`src/rtl/branch_predictor.sv`:
```
// Fetch-stage BTB + 2-bit PHT predictor with mispredict counter.
// Define BP_GSHARE_EN to hash the PHT index with a global history register.
module branch_predictor #(
  parameter int IDX_W = 4,
  parameter int CNT_W = 16
) (
  input  logic             CLK,
  input  logic             RST,
  input  logic [31:0]      fetch_pc,
  output logic             pred_taken,
  output logic [31:0]      pred_target,
  input  logic             upd_valid,
  input  logic [31:0]      upd_pc,
  input  logic             upd_taken,
  input  logic [31:0]      upd_target,
  input  logic             upd_pred_taken,
  output logic             mispredict,
  output logic [CNT_W-1:0] mispredict_cnt
);

  localparam int N     = 1 << IDX_W;
  localparam int TAG_W = 30 - IDX_W;

  typedef struct packed {
    logic             valid;
    logic [TAG_W-1:0] tag;
    logic [31:0]      target;
  } btb_t;

  btb_t       btb [N];
  logic [1:0] ctr [N];

  logic [IDX_W-1:0] f_idx;
  logic [IDX_W-1:0] u_idx;
  logic [IDX_W-1:0] f_cidx;
  logic [IDX_W-1:0] u_cidx;
  logic [TAG_W-1:0] f_tag;
  logic [TAG_W-1:0] u_tag;
  logic             f_hit;
  logic             u_hit;
  logic [1:0]       u_ctr;

  logic       btb_wr;
  btb_t       btb_nxt;
  logic       ctr_wr;
  logic [1:0] ctr_nxt;

  logic unused_pc_lsb;
  assign unused_pc_lsb = ^{fetch_pc[1:0], upd_pc[1:0]};

  assign f_idx = fetch_pc[IDX_W+1:2];
  assign u_idx = upd_pc[IDX_W+1:2];
  assign f_tag = fetch_pc[31:IDX_W+2];
  assign u_tag = upd_pc[31:IDX_W+2];

`ifdef BP_GSHARE_EN
  logic [IDX_W-1:0] ghr;
  assign f_cidx = f_idx ^ ghr;
  assign u_cidx = u_idx ^ ghr;
`else
  assign f_cidx = f_idx;
  assign u_cidx = u_idx;
`endif

  assign f_hit = btb[f_idx].valid
               && (btb[f_idx].tag == f_tag);
  assign u_hit = btb[u_idx].valid
               && (btb[u_idx].tag == u_tag);
  assign u_ctr = ctr[u_cidx];

  assign pred_taken  = f_hit & ctr[f_cidx][1];
  assign pred_target = pred_taken
                     ? btb[f_idx].target : '0;

  assign mispredict = upd_valid
                    & (upd_taken ^ upd_pred_taken);

  always_comb begin
    btb_wr  = 1'b0;
    btb_nxt = btb[u_idx];
    ctr_wr  = 1'b0;
    ctr_nxt = u_ctr;
    if (upd_valid) begin
      unique case (1'b1)
        u_hit: begin
          ctr_wr = 1'b1;
          if (upd_taken) begin
            ctr_nxt = (u_ctr == 2'd3)
                    ? u_ctr : u_ctr + 2'd1;
            btb_wr         = 1'b1;
            btb_nxt.target = upd_target;
          end else begin
            ctr_nxt = (u_ctr == 2'd0)
                    ? u_ctr : u_ctr - 2'd1;
          end
        end
        (!u_hit && upd_taken): begin
          btb_wr         = 1'b1;
          btb_nxt.valid  = 1'b1;
          btb_nxt.tag    = u_tag;
          btb_nxt.target = upd_target;
          ctr_wr         = 1'b1;
          ctr_nxt        = 2'b10;
        end
        default: ;
      endcase
    end
  end

  // Tags and targets are left unreset; valid gates them.
  always_ff @(posedge CLK) begin
    if (RST) begin
      for (int i = 0; i < N; i++) begin
        btb[i].valid <= 1'b0;
        ctr[i]       <= 2'b01;
      end
      mispredict_cnt <= '0;
`ifdef BP_GSHARE_EN
      ghr <= '0;
`endif
    end else begin
      if (btb_wr)
        btb[u_idx] <= btb_nxt;
      if (ctr_wr)
        ctr[u_cidx] <= ctr_nxt;
      if (mispredict && (mispredict_cnt != '1))
        mispredict_cnt <= mispredict_cnt
                        + CNT_W'(1);
`ifdef BP_GSHARE_EN
      if (upd_valid)
        ghr <= {ghr[IDX_W-2:0], upd_taken};
`endif
    end
  end

endmodule

```
`config.mk`:
```
export PLATFORM = sky130hd
export DESIGN_NAME = branch_predictor
export DESIGN_NICKNAME = d
export VERILOG_FILES = /design/src/rtl/branch_predictor.sv
export SDC_FILE = /design/constraint.sdc
export NUM_CORES = 1
export LEC_CHECK = 0
export ABC_CLOCK_PERIOD_IN_PS = 10300
export CAP_MARGIN = 40
export CORE_MARGIN = 2
export CORE_UTILIZATION = 35
export CTS_CLUSTER_DIAMETER = 200
export DETAILED_ROUTE_END_ITERATION = 10
export SYNTH_ARGS = -nofsm -noshare
export SYNTH_HDL_FRONTEND = slang
export SYNTH_SLANG_ARGS = --single-unit
```
`constraint.sdc`:
```
create_clock -name CLK -period 10.3 [get_ports CLK]
set_clock_uncertainty 0.2 [all_clocks]
set_input_delay 2.06 -clock CLK [delete_from_list [all_inputs] [get_ports CLK]]
set_output_delay 2.06 -clock CLK [all_outputs]
set_load 0.05 [all_outputs]
```
After elaboration in Yosys (flattened, before gate mapping). Memories as Yosys holds them, arrays and structs flattened. Index checks and enable logic that the tools add are counted.

Bits in registers: 16. Memory bits (writable): 976. Input bits: 101. Output and inout bits: 50. Word-level logic and storage cells: 51. Memories: 2.

Memory list: btb (words 16, bits a word 59, rd ports 2, clocked after memory_dff 0, write ports 16, line 30) `btb_t btb [N];`; ctr (words 16, bits a word 2, rd ports 2, clocked after memory_dff 0, write ports 16, line 31) `logic [1:0] ctr [N];`.

Add/subtract/negate cells: 3. Equality and inequality tests: 4. Mux-type cells: 29. Bitwise operators: 3. Reductions and logical operators: 9.

Operators by type and width (count): 2-to-1 mux 59 bit (2); 2-to-1 mux 32 bit (2); case mux 32 bit (2 select lines) (1); OR reduction 59 bit (1); equality test 26 bit (2); 2-to-1 mux 27 bit (1); adder 16 x 1 -> 16 bit, second input constant (1); != test 16 bit, second input constant (1); 2-to-1 mux 1 bit (13); 2-to-1 mux 2 bit (6); 2-to-1 mux 4 bit (2); logical AND 1 bit (4); case mux 2 bit (2 select lines) (1); OR reduction 2 bit (2); adder 2 x 1 -> 2 bit, second input constant (1); bitwise AND 1 bit (2); equality test 2 bit, second input constant (1); logical NOT 2 bit (1); case mux 1 bit (2 select lines) (1); subtractor 2 x 1 -> 2 bit, second input constant (1); logical NOT 1 bit (1); XOR 1 bit (1).

Longest topological paths before layout. Gate-level depths: netlist of run 1. An unclocked memory read counts as a cell.

Depth in word-level cells: 13. Gate-level depth with buffers: 14. Gate-level depth less buffers: 9.

Worst setup path after synthesis of run 1. Ideal clock, no wire load.

Kind: input -> register. Start: in upd_pc[5]. End: mem btb[14][58] in the netlist's numbering, enable pin. Setup time: 0.310 ns. Data arrival time: 7.671 ns. Data required time: 9.790 ns. Setup slack: 2.119 ns. Stages on the path: 8. Buffers on the path: 4. Cell sequence: buf_2 > buf_2 > buf_2 > and2_1 > clkbuf_1 > nand2b_1 > nor3_1 > or2_2.

RTL lines: start, declared (line 13) `input logic [31:0] upd_pc,`; end, declared (line 30).

Worst setup path after layout of run 1.
Start: in fetch_pc[2]. End: out pred_target[31].

Cells in the longest elaborated chain, start to end: 5. Elaborated cells between the ends (all ways): 6. Classes of those cells: eq/ne: 1; mux: 1; bitwise: 1; reduce/logical: 1; memory: 2.

Ends and longest elaborated chain: start, declared (line 9) `input logic [31:0] fetch_pc,`; memory (16 x 59 bit); equality test 26 bit (line 66) `&& (btb[f_idx].tag == f_tag);`; logical AND 1 bit (line 66); bitwise AND 1 bit (line 71) `assign pred_taken = f_hit & ctr[f_cidx][1];`; 2-to-1 mux 32 bit (*) (line 73) `? btb[f_idx].target : '0;`; end, declared (line 11) `output logic [31:0] pred_target,`.

Mark *: on every way between the ends. The rest lies on a longest branch, timed or not.

==> run_results.csv, run 1 <==
group,metric,value,unit
yosys,synth_nets,2525,
yosys,synth-seq-area-share,61.8,%
finish,drive_above_1_share,33.9,%
die,dieArea,140000,sq um
drt,wl_met3,12.1,mm
worst_setup_path,cp_data_arrival_time,6.91,ns
yosys,synth_fa_ha_area_share,0.0261,%
die,die_height,374,um
global_routing,grt_antenna_before_repair,6,
drt,wire_per_inst,31.6,um
worst_setup_path,path_buf_inv,4,
worst_setup_path,cpMaxStageDelayCell,"clkdlybuf4s50_1",
worst_setup_path,setup.worst_path.end_class,"output pin",
placed_design,place_area,51900,sq um
clock_tree,cts_max_level,3,
die,core-area,136000,sq um
global_routing,grt_max_degree,109,
drt,antenna_left,0,
yosys,synth_xor_area_share,1.08,%
drt,wl_met2,68.1,mm
yosys,synthMuxAreaShare,29.7,%
hold_path,min_path_type,"register to register",
power,power_leakage,17.2,nW
yosys,synth_top_family_by_area,"multiplexers",
clock_tree,cts_tree,"yes",
worst_setup_path,cp_common_cell,"mux4_2",
clock_tree,ctsRootBufferMaster,"clkbuf_16",
global_routing,grt-ovfl-total,0,
yosys,ys_ff_latch,992,
sta,min_period_over_period,89.0,%
worst_setup_path,cpPeakStageDelay,0.88,ns
finish,stdcell_area,55300,sq um
finish,syn_to_final_growth,15.3,%
drt,top_layer,"met5",
drt,drtIter0Drc,3378,
finish,fin_util,40.7,%
power,peakVddDrop,0.128,mV
clock_tree,cts_buffer_depth,3,
placed_design,dp.final_hpwl,84.0,mm
yosys,syn_avg_cell_area,19.8,sq um
yosys,netlist_area,48000,sq um
sta,hold_viol,0,
sta,fmax,0.109,GHz
sta,rsz0062_at_grt,"no",
sta,setup_tns,0,ns
finish,nets,2693,
outcome,outcome,"finished clean",
clock_tree,cts_hold_buf,0,
die,io-pin-count,151,
worst_setup_path,path_max_fanout,77,
clock_tree,clkTransAtPathRegs,0.06,ns
worst_setup_path,critPathLaunchType,"input pin",
clock_tree,postCtsSetupBuffers,0,
drt,met1_length,56.7,mm
clock_tree,cts_resized,0,
drt,vias_per_cell,6.08,
yosys,synth_edf_count,976,
yosys,ys_types,76,
drt,wirelength,141,mm
power,p_per_area,165,nW/um^2
worst_setup_path,cpLargestDelayFamily,"buffers and inverters",
sta,period_minus_slack,9.17,ns
drt,drc,0,
clock_tree,clock_latency,0.72,ns
die,start_util,35.3,%
drt,first_pass_iters,9,
die,num_rows,135,
sta,worst_pin_slew,1.06,ns
clock_tree,cts.sinks,992,
yosys,synth-compound-area-share,2.13,%
worst_setup_path,critPathKind,"input pin to output pin",
flow_run,maxCapViolCount,0,
clock_tree,numCtsBuffers,106,
placed_design,gp_congestion,0.878,
global_routing,grtUsageTotal,19.9,%
sta,finalSetupViolations,0,
yosys,synth_top_flop_cell,"edfxtp_1",
sta,slew_violations,0,
global_routing,grt_pass1_vias,28300,
sta,worst_slew_margin_rel,29.7,%
worst_setup_path,critPathRequiredTime,8.04,ns
yosys,synthSimpleGateAreaFrac,3.34,%
die,die_w,374,um
drt,via_count,27100,
placed_design,port-buffer-count,146,
yosys,synthArstFlopShare,0,%
yosys,yosysWarnings,0,
finish,final_cells,4455,
global_routing,grt_pass1_wl,203,mm
placed_design,dp_cells,4263,
yosys,synth_cells,2423,
worst_setup_path,path_cells,"buf_8, buf_4, mux4_2, mux4_2, xor2_1, nor3_1, nand4_1, buf_12, nor2b_1, clkdlybuf4s50_1",
## cells in the mapped netlist, drive strengths merged, types with 7 or more instances
cell / n / area [sq um]
nand2b: 9 / 56.3
mux2: 75 / 878
xor2: 18 / 158
or3: 9 / 56.3
a21o: 16 / 120
and3: 7 / 43.8
nand4: 15 / 100
dfxtp: 16 / 320
or2: 18 / 113
a21oi: 22 / 121
edfxtp: 976 / 29300
mux2i: 86 / 873
nor2: 63 / 244
nor3: 34 / 180
nand3: 38 / 190
clkbuf: 86 / 327
xnor2: 41 / 359
buf: 89 / 497
a22oi: 22 / 165
o21ai: 22 / 110
mux4: 555 / 12500
nand2: 58 / 218
and2: 8 / 50.1
o22ai: 15 / 93.8
inv: 25 / 93.8
nor2b: 42 / 263
## placed cells by master, fill, tap and decap left out, drive strengths merged, types with 34 or more instances in the layout
master         Yosys  final
nor2b             42     42
nand2             58     58
nor3              34     34
clkinv             1     43
nand3             38     38
mux4             555    555
mux2              75     75
xnor2             41     41
clkdlybuf4s50      0    137
edfxtp           976    976
nor2              63     63
buf               89     96
mux2i             86     86
clkbuf            86    131
## metal layers
layer  global-route usage, %  up-vias
met2                    32.3     1431
met3                    3.73      226
met1                    27.4    14700
met5                       0        -
li1                        -    10800
met4                    5.44        8
## final cells by class
| class | instances | area, sq um |
|---|---|---|
| antenna | 1 | 2.50 |
| clock inverter | 60 | 562 |
| tap | 1781 | 2230 |
| multi-input combinational | 1230 | 17500 |
| timing repair buffer | 235 | 2460 |
| fill | 12000 | 80500 |
| sequential | 992 | 29600 |
| inverter | 26 | 97.6 |
| clock buffer | 130 | 2760 |
## worst reg2reg max path, stage by stage (launching register included)
cell and delay (ns):
edfxtp_1 0.40, mux4_2 0.47, mux2i_1 0.55, o22ai_1 0.24, nor3_1 0.21, a31oi_1 0.17, nor3_2 0.48, and3_1 0.35
nor2_4 0.07, buf_4 0.34, mux2i_1 0.55, buf_4 0.27
## metrics by stage
step                      power, W  setup WS [ns]  hold WS (ns)
after floorplan            0.00521           2.12         0.525
after global placement     0.00548           1.24         0.288
after detailed placement   0.00552           1.18         0.301
after CTS                  0.00921           1.18         0.310
after global routing       0.00941          0.917         0.326
final                      0.00915           1.13         0.311
## final timing paths
kind                                   start  slack [ns]                         endpoint  cells after the start
min reg2reg  mispredict_cnt[15]$_SDFFE_PP0P_        0.31  mispredict_cnt[15]$_SDFFE_PP0P_                      2
max reg2reg             btb[5][57]$_DFFE_PP_        5.83             btb[4][39]$_DFFE_PP_                     11
max                              fetch_pc[2]        1.13                  pred_target[31]                     10
min          mispredict_cnt[15]$_SDFFE_PP0P_        0.31  mispredict_cnt[15]$_SDFFE_PP0P_                      2
## flip-flops by register name (all words and copies together) (netlist names)
name            flops
ctr                32
mispredict_cnt     16
btb               944
## kinds of logic after synthesis
group / Yosys count
compound gates: 143
mux: 716
buf+inv: 201
simple gates: 311
flops: 992
xor+xnor: 59
fa+ha+maj: 1
## report_power, final
group | internal (W) | switching [W] | leakage (nW)
registers | 0.00454 | 0.0000131 | 8.95
logic | 0.000378 | 0.000498 | 6.63
clock network | 0.00212 | 0.00159 | 1.61
total | 0.00704 | 0.00210 | 17.2
Power figures use the tool's default switching activity.
==> run 2, diff against run 1 <==
--- a/config.mk
+++ b/config.mk
@@ -7,10 +7,13 @@
 export LEC_CHECK = 0
 export ABC_CLOCK_PERIOD_IN_PS = 10300
 export CAP_MARGIN = 40
-export CORE_MARGIN = 2
+export CELL_PAD_IN_SITES_DETAIL_PLACEMENT = 1
+export CELL_PAD_IN_SITES_GLOBAL_PLACEMENT = 2
 export CORE_UTILIZATION = 35
 export CTS_CLUSTER_DIAMETER = 200
+export CTS_CLUSTER_SIZE = 14
 export DETAILED_ROUTE_END_ITERATION = 10
+export PLACE_DENSITY_LB_ADDON = 0.1
 export SYNTH_ARGS = -nofsm -noshare
 export SYNTH_HDL_FRONTEND = slang
 export SYNTH_SLANG_ARGS = --single-unit
==> run 2 against run 1 <==
Effect of this change:
- first-iteration DRC count is 31% lower
- non-clock buffer count is 3 lower
- register-to-register slack worse by 0.14 ns
- routed wire length up 7.6%
- die area shrank 1.1%
- critical path depth rose by 1
- count of clock-buffer cells in the layout down 37
- cell area is 2.0% lower
- power shrank 9.0%
- clock power shrank 23%
- critical endpoint is now pred_target[21]
- largest power group unchanged
==> run_results.csv, run 2 (same netlist as run 1, synthesis figures left out) <==
group,metric,value,unit
outcome,outcome,"finished clean",
sta,fmax,0.110,GHz
finish,largest_register_ffs,944,
die,dieArea,138000,sq um
drt,vias_per_cell,6.03,
sta,rsz0062_at_grt,"no",
worst_setup_path,rrSetupSlack,5.69,ns
sta,hold_ws,0.322,ns
flow_run,maxCapViolCount,0,
worst_setup_path,r2r-start,"btb[13][54]$_DFFE_PP_",
placed_design,gp_congestion,0.797,
power,power_leakage,16.6,nW
die,core-area,136000,sq um
clock_tree,cts_hold_buf,0,
power,peakVddDrop,0.120,mV
sta,worst_pin_slew,1.07,ns
placed_design,dp_cells,4261,
finish,seq_area,29600,sq um
placed_design,dp.final_hpwl,89.0,mm
finish,drive_above_1_share,32.8,%
worst_setup_path,cp_data_arrival_time,6.84,ns
worst_setup_path,cp-startpoint,"fetch_pc[2]",
sta,hold_viol,0,
drt,first_pass_iters,4,
global_routing,grt_antenna_before_repair,6,
drt,via_count,26300,
sta,slew_violations,0,
clock_tree,cts_tree,"yes",
drt,drc,0,
hold_path,min_path_type,"register to register",
placed_design,port-buffer-count,146,
finish,most-common-layout-cells,"edfxtp_1 (976), mux4_2 (555), clkdlybuf4s50_1 (137)",
global_routing,grt_pass1_vias,28500,
clock_tree,cts_resized,0,
finish,final_cells,4363,
die,io-pin-count,151,
die,die_height,372,um
drt,wire_per_inst,34.7,um
drt,wirelength,151,mm
die,num_rows,135,
clock_tree,ctsRootBufferMaster,"clkbuf_16",
global_routing,grt_max_degree,129,
sta,min_period_over_period,88.3,%
finish,multi_input_area,17500,sq um
finish,nets,2664,
hold_path,hp-start,"mispredict_cnt[15]$_SDFFE_PP0P_",
finish,final_common_cell,"edfxtp_1",
sta,period_minus_slack,9.10,ns
sta,finalSetupViolations,0,
worst_setup_path,critPathRequiredTime,8.04,ns
sta,setup_tns,0,ns
worst_setup_path,critPathKind,"input pin to output pin",
clock_tree,cts_max_level,3,
finish,top_register,"btb",
clock_tree,clkTransAtPathRegs,0.07,ns
worst_setup_path,path_max_fanout,55,
clock_tree,postCtsSetupBuffers,0,
die,start_util,35.4,%
worst_setup_path,critPathLaunchType,"input pin",
finish,top_regs,"btb: 944 flops, ctr: 32 flops, mispredict_cnt: 16 flops",
drt,drtIter0Drc,2345,
clock_tree,cts.sinks,992,
drt,antenna_left,0,
global_routing,grtUsageTotal,22.2,%
clock_tree,clock_latency,0.69,ns
finish,n_fill_cell,12700,
global_routing,grt_pass1_wl,218,mm
clock_tree,numCtsBuffers,80,
die,die_w,372,um
worst_setup_path,setup.worst_path.end_class,"output pin",
sta,worst_slew_margin_rel,28.5,%
finish,fin_util,39.9,%
power,p_per_area,154,nW/um^2
finish,syn_to_final_growth,12.9,%
clock_tree,cts_buffer_depth,3,
placed_design,post-place-ws,1.03,ns
sta,worst_slack,1.20,ns
global_routing,grt-ovfl-total,0,
run 2: through the flow:
step / instance area [sq um] / power (W)
finish: 54200 / 0.00832
global route: 54100 / 0.00857
CTS: 54100 / 0.00841
floorplan: 48000 / 0.00521
global placement: 51700 / 0.00551
detailed placement: 52000 / 0.00554
run 2: layout make-up:
| cell class | instances | share of cell area [%] |
|---|---|---|
| Clock buffer | 93 | 3.83 |
| Timing Repair Buffer | 232 | 4.63 |
| Clock inverter | 6 | 0.157 |
| Multi-Input combinational cell | 1230 | 32.4 |
| Tap cell | 1781 | 4.12 |
| Antenna cell | 3 | 0.0139 |
| Inverter | 26 | 0.180 |
| Sequential cell | 992 | 54.7 |
run 2: path summary, 6_finish.rpt:
path	endpoint	depth (start not counted)
setup / recovery	pred_target[21]	11
hold / removal	mispredict_cnt[15]$_SDFFE_PP0P_	2
setup reg to reg	btb[15][37]$_DFFE_PP_	10
hold reg to reg	mispredict_cnt[15]$_SDFFE_PP0P_	2
run 2: layer usage:
layer / wire (um) / vias up / global-route usage, %
met5: 20 / - / 0
met4: 2980 / 4 / 4.67
met3: 7030 / 168 / 2.67
met2: 75100 / 743 / 36.9
met1: 66300 / 14700 / 31.2
li1: - / 10700 / -
run 2: report_power, final:
part	switching, W	internal [W]
combinational	0.000513	0.000380
clock	0.00146	0.00142
sequential	0.0000129	0.00454
total	0.00198	0.00634
run 2: worst max-delay path, cell delays in order:
cell	delay, ns
buf_8	0.51
buf_12	0.42
mux4_2	0.56
mux4_2	0.56
xnor2_1	0.17
nand3_1	0.30
nor3_1	0.51
nand4_1	0.16
buf_4	0.35
nor2b_1	0.21
clkdlybuf4s50_1	0.82
==> run 3, diff against run 2 <==
--- a/config.mk
+++ b/config.mk
@@ -5,10 +5,10 @@
 export SDC_FILE = /design/constraint.sdc
 export NUM_CORES = 1
 export LEC_CHECK = 0
-export ABC_CLOCK_PERIOD_IN_PS = 10300
 export CAP_MARGIN = 40
 export CELL_PAD_IN_SITES_DETAIL_PLACEMENT = 1
 export CELL_PAD_IN_SITES_GLOBAL_PLACEMENT = 2
+export CORE_ASPECT_RATIO = 1.2
 export CORE_UTILIZATION = 35
 export CTS_CLUSTER_DIAMETER = 200
 export CTS_CLUSTER_SIZE = 14
==> run 3 against run 2 <==
Effect of this change:
- count of clock-buffer cells in the layout fell by 8
- largest cell class unchanged
- maximum frequency is 0.59% lower
- cell area down 0.18%
- critical path depth down 1
- highest routed layer unchanged
- clock power shrank 2%
==> run_results.csv, run 3 (same netlist as run 1, synthesis figures left out) <==
group,metric,value,unit
drt,wire_per_inst,35.2,um
finish,final_common_cell,"edfxtp_1",
finish,top_register,"btb",
finish,largest_register_ffs,944,
drt,top_layer,"met5",
placed_design,dp.final_hpwl,93.5,mm
finish,drive_above_1_share,33.0,%
global_routing,grt-ovfl-total,0,
worst_setup_path,rrSetupSlack,5.52,ns
clock_tree,cts_hold_buf,0,
finish,nets,2673,
drt,antenna_left,0,
sta,worst_slew_margin_rel,29.3,%
sta,min_period_over_period,88.9,%
clock_tree,clock_latency,0.69,ns
drt,met1_length,64.9,mm
global_routing,grt_max_degree,118,
finish,most-common-layout-cells,"edfxtp_1 (976), mux4_2 (555), clkdlybuf4s50_1 (137)",
worst_setup_path,setup.worst_path.end_class,"output pin",
clock_tree,cts_resized,0,
die,start_util,35.3,%
drt,first_pass_iters,6,
placed_design,dp_cells,4289,
sta,hold_viol,0,
clock_tree,cts_tree,"yes",
drt,drtIter0Drc,2087,
hold_path,hp-start,"mispredict_cnt[15]$_SDFFE_PP0P_",
sta,hold_ws,0.312,ns
sta,period_minus_slack,9.15,ns
power,p_per_area,153,nW/um^2
drt,wl_met2,79.3,mm
drt,vias_per_cell,5.96,
worst_setup_path,timing.rr.end,"btb[12][42]$_DFFE_PP_",
drt,wirelength,154,mm
finish,n_fill_cell,12800,
die,num_rows,148,
outcome,outcome,"finished clean",
clock_tree,numCtsBuffers,80,
die,io-pin-count,151,
die,core-area,136000,sq um
finish,top_regs,"btb: 944 flops, ctr: 32 flops, mispredict_cnt: 16 flops",
placed_design,post-place-ws,1.00,ns
hold_path,min_path_type,"register to register",
power,p_total,0.00827,W
power,peakVddDrop,0.0944,mV
flow_run,maxCapViolCount,0,
clock_tree,cts.sinks,992,
worst_setup_path,crit_end,"pred_target[28]",
worst_setup_path,rr_worst_depth,10,
global_routing,grt_pass1_wl,221,mm
clock_tree,postCtsSetupBuffers,0,
sta,worst_pin_slew,1.06,ns
drt,via_count,26100,
sta,rsz0062_at_grt,"no",
worst_setup_path,cp-startpoint,"fetch_pc[2]",
worst_setup_path,cp_data_arrival_time,6.89,ns
global_routing,grtUsageTotal,22.4,%
worst_setup_path,critPathRequiredTime,8.04,ns
global_routing,grt_pass1_vias,29000,
clock_tree,cts_max_level,3,
power,power_leakage,16.6,nW
placed_design,port-buffer-count,146,
finish,final_cells,4378,
finish,syn_to_final_growth,12.7,%
placed_design,gp_congestion,0.825,
worst_setup_path,r2r-start,"btb[13][54]$_DFFE_PP_",
global_routing,grt_antenna_before_repair,7,
die,dieArea,138000,sq um
worst_setup_path,path_max_fanout,58,
clock_tree,cts_buffer_depth,3,
sta,slew_violations,0,
finish,diodes,0,
worst_setup_path,critPathLaunchType,"input pin",
sta,finalSetupViolations,0,
sta,setup_tns,0,ns
worst_setup_path,critPathKind,"input pin to output pin",
die,die_height,407,um
clock_tree,clkTransAtPathRegs,0.07,ns
die,die_w,340,um
sta,fmax,0.109,GHz
sta,worst_slack,1.15,ns
clock_tree,ctsRootBufferMaster,"clkbuf_16",
drt,drc,0,
drt,wl_met3,6.53,mm
## run 3: stage by stage
step	instance area (sq um)	utilization, %
2_1_floorplan	48000	-
3_3_place_gp	51600	38.0
3_5_place_dp	52000	38.3
4_1_cts	54100	39.8
5_1_grt	54100	39.8
6_report	54100	39.8
## run 3: final cells by class
type	count	area, sq um	area share (%)
clock buffer	85	2020	3.74
clock inverter	4	48.8	0.0903
inverter	26	97.6	0.181
multi-input combinational	1230	17500	32.4
sequential	992	29600	54.8
tap	1800	2250	4.17
timing repair buffer	241	2480	4.59
## run 3: worst min path at each step
stage,to,slack [ns],cells after the start
3_3_place_gp,mispredict_cnt[15]$_SDFFE_PP0P_,0.29,2
3_5_place_dp,mispredict_cnt[15]$_SDFFE_PP0P_,0.30,2
2_1_floorplan,mispredict_cnt[15]$_SDFFE_PP0P_,0.53,2
5_1_grt,mispredict_cnt[15]$_SDFFE_PP0P_,0.35,2
4_1_cts,mispredict_cnt[15]$_SDFFE_PP0P_,0.32,2
6_report,mispredict_cnt[15]$_SDFFE_PP0P_,0.31,2
## run 3: report_power, final
group          internal, W  total [W]  switching [W]
Sequential         0.00454    0.00455      0.0000129
Combinational     0.000381   0.000898       0.000517
Clock              0.00139    0.00282        0.00143
Total              0.00630    0.00827        0.00196
## run 3: critical path, cell delays in order
cell	delay [ns]
buf_8	0.53
mux4_2	0.59
mux4_2	0.49
xnor2_1	0.46
o2111ai_1	0.38
nor3_1	0.59
nand4_1	0.20
buf_4	0.36
nor2b_1	0.33
clkdlybuf4s50_1	0.86
## run 3: per-layer routing
metal	vias up	global-route usage (%)
li1	10600	-
met1	14500	29.7
met4	2	5.95
met3	179	2.77
met5	-	0
met2	725	38.8
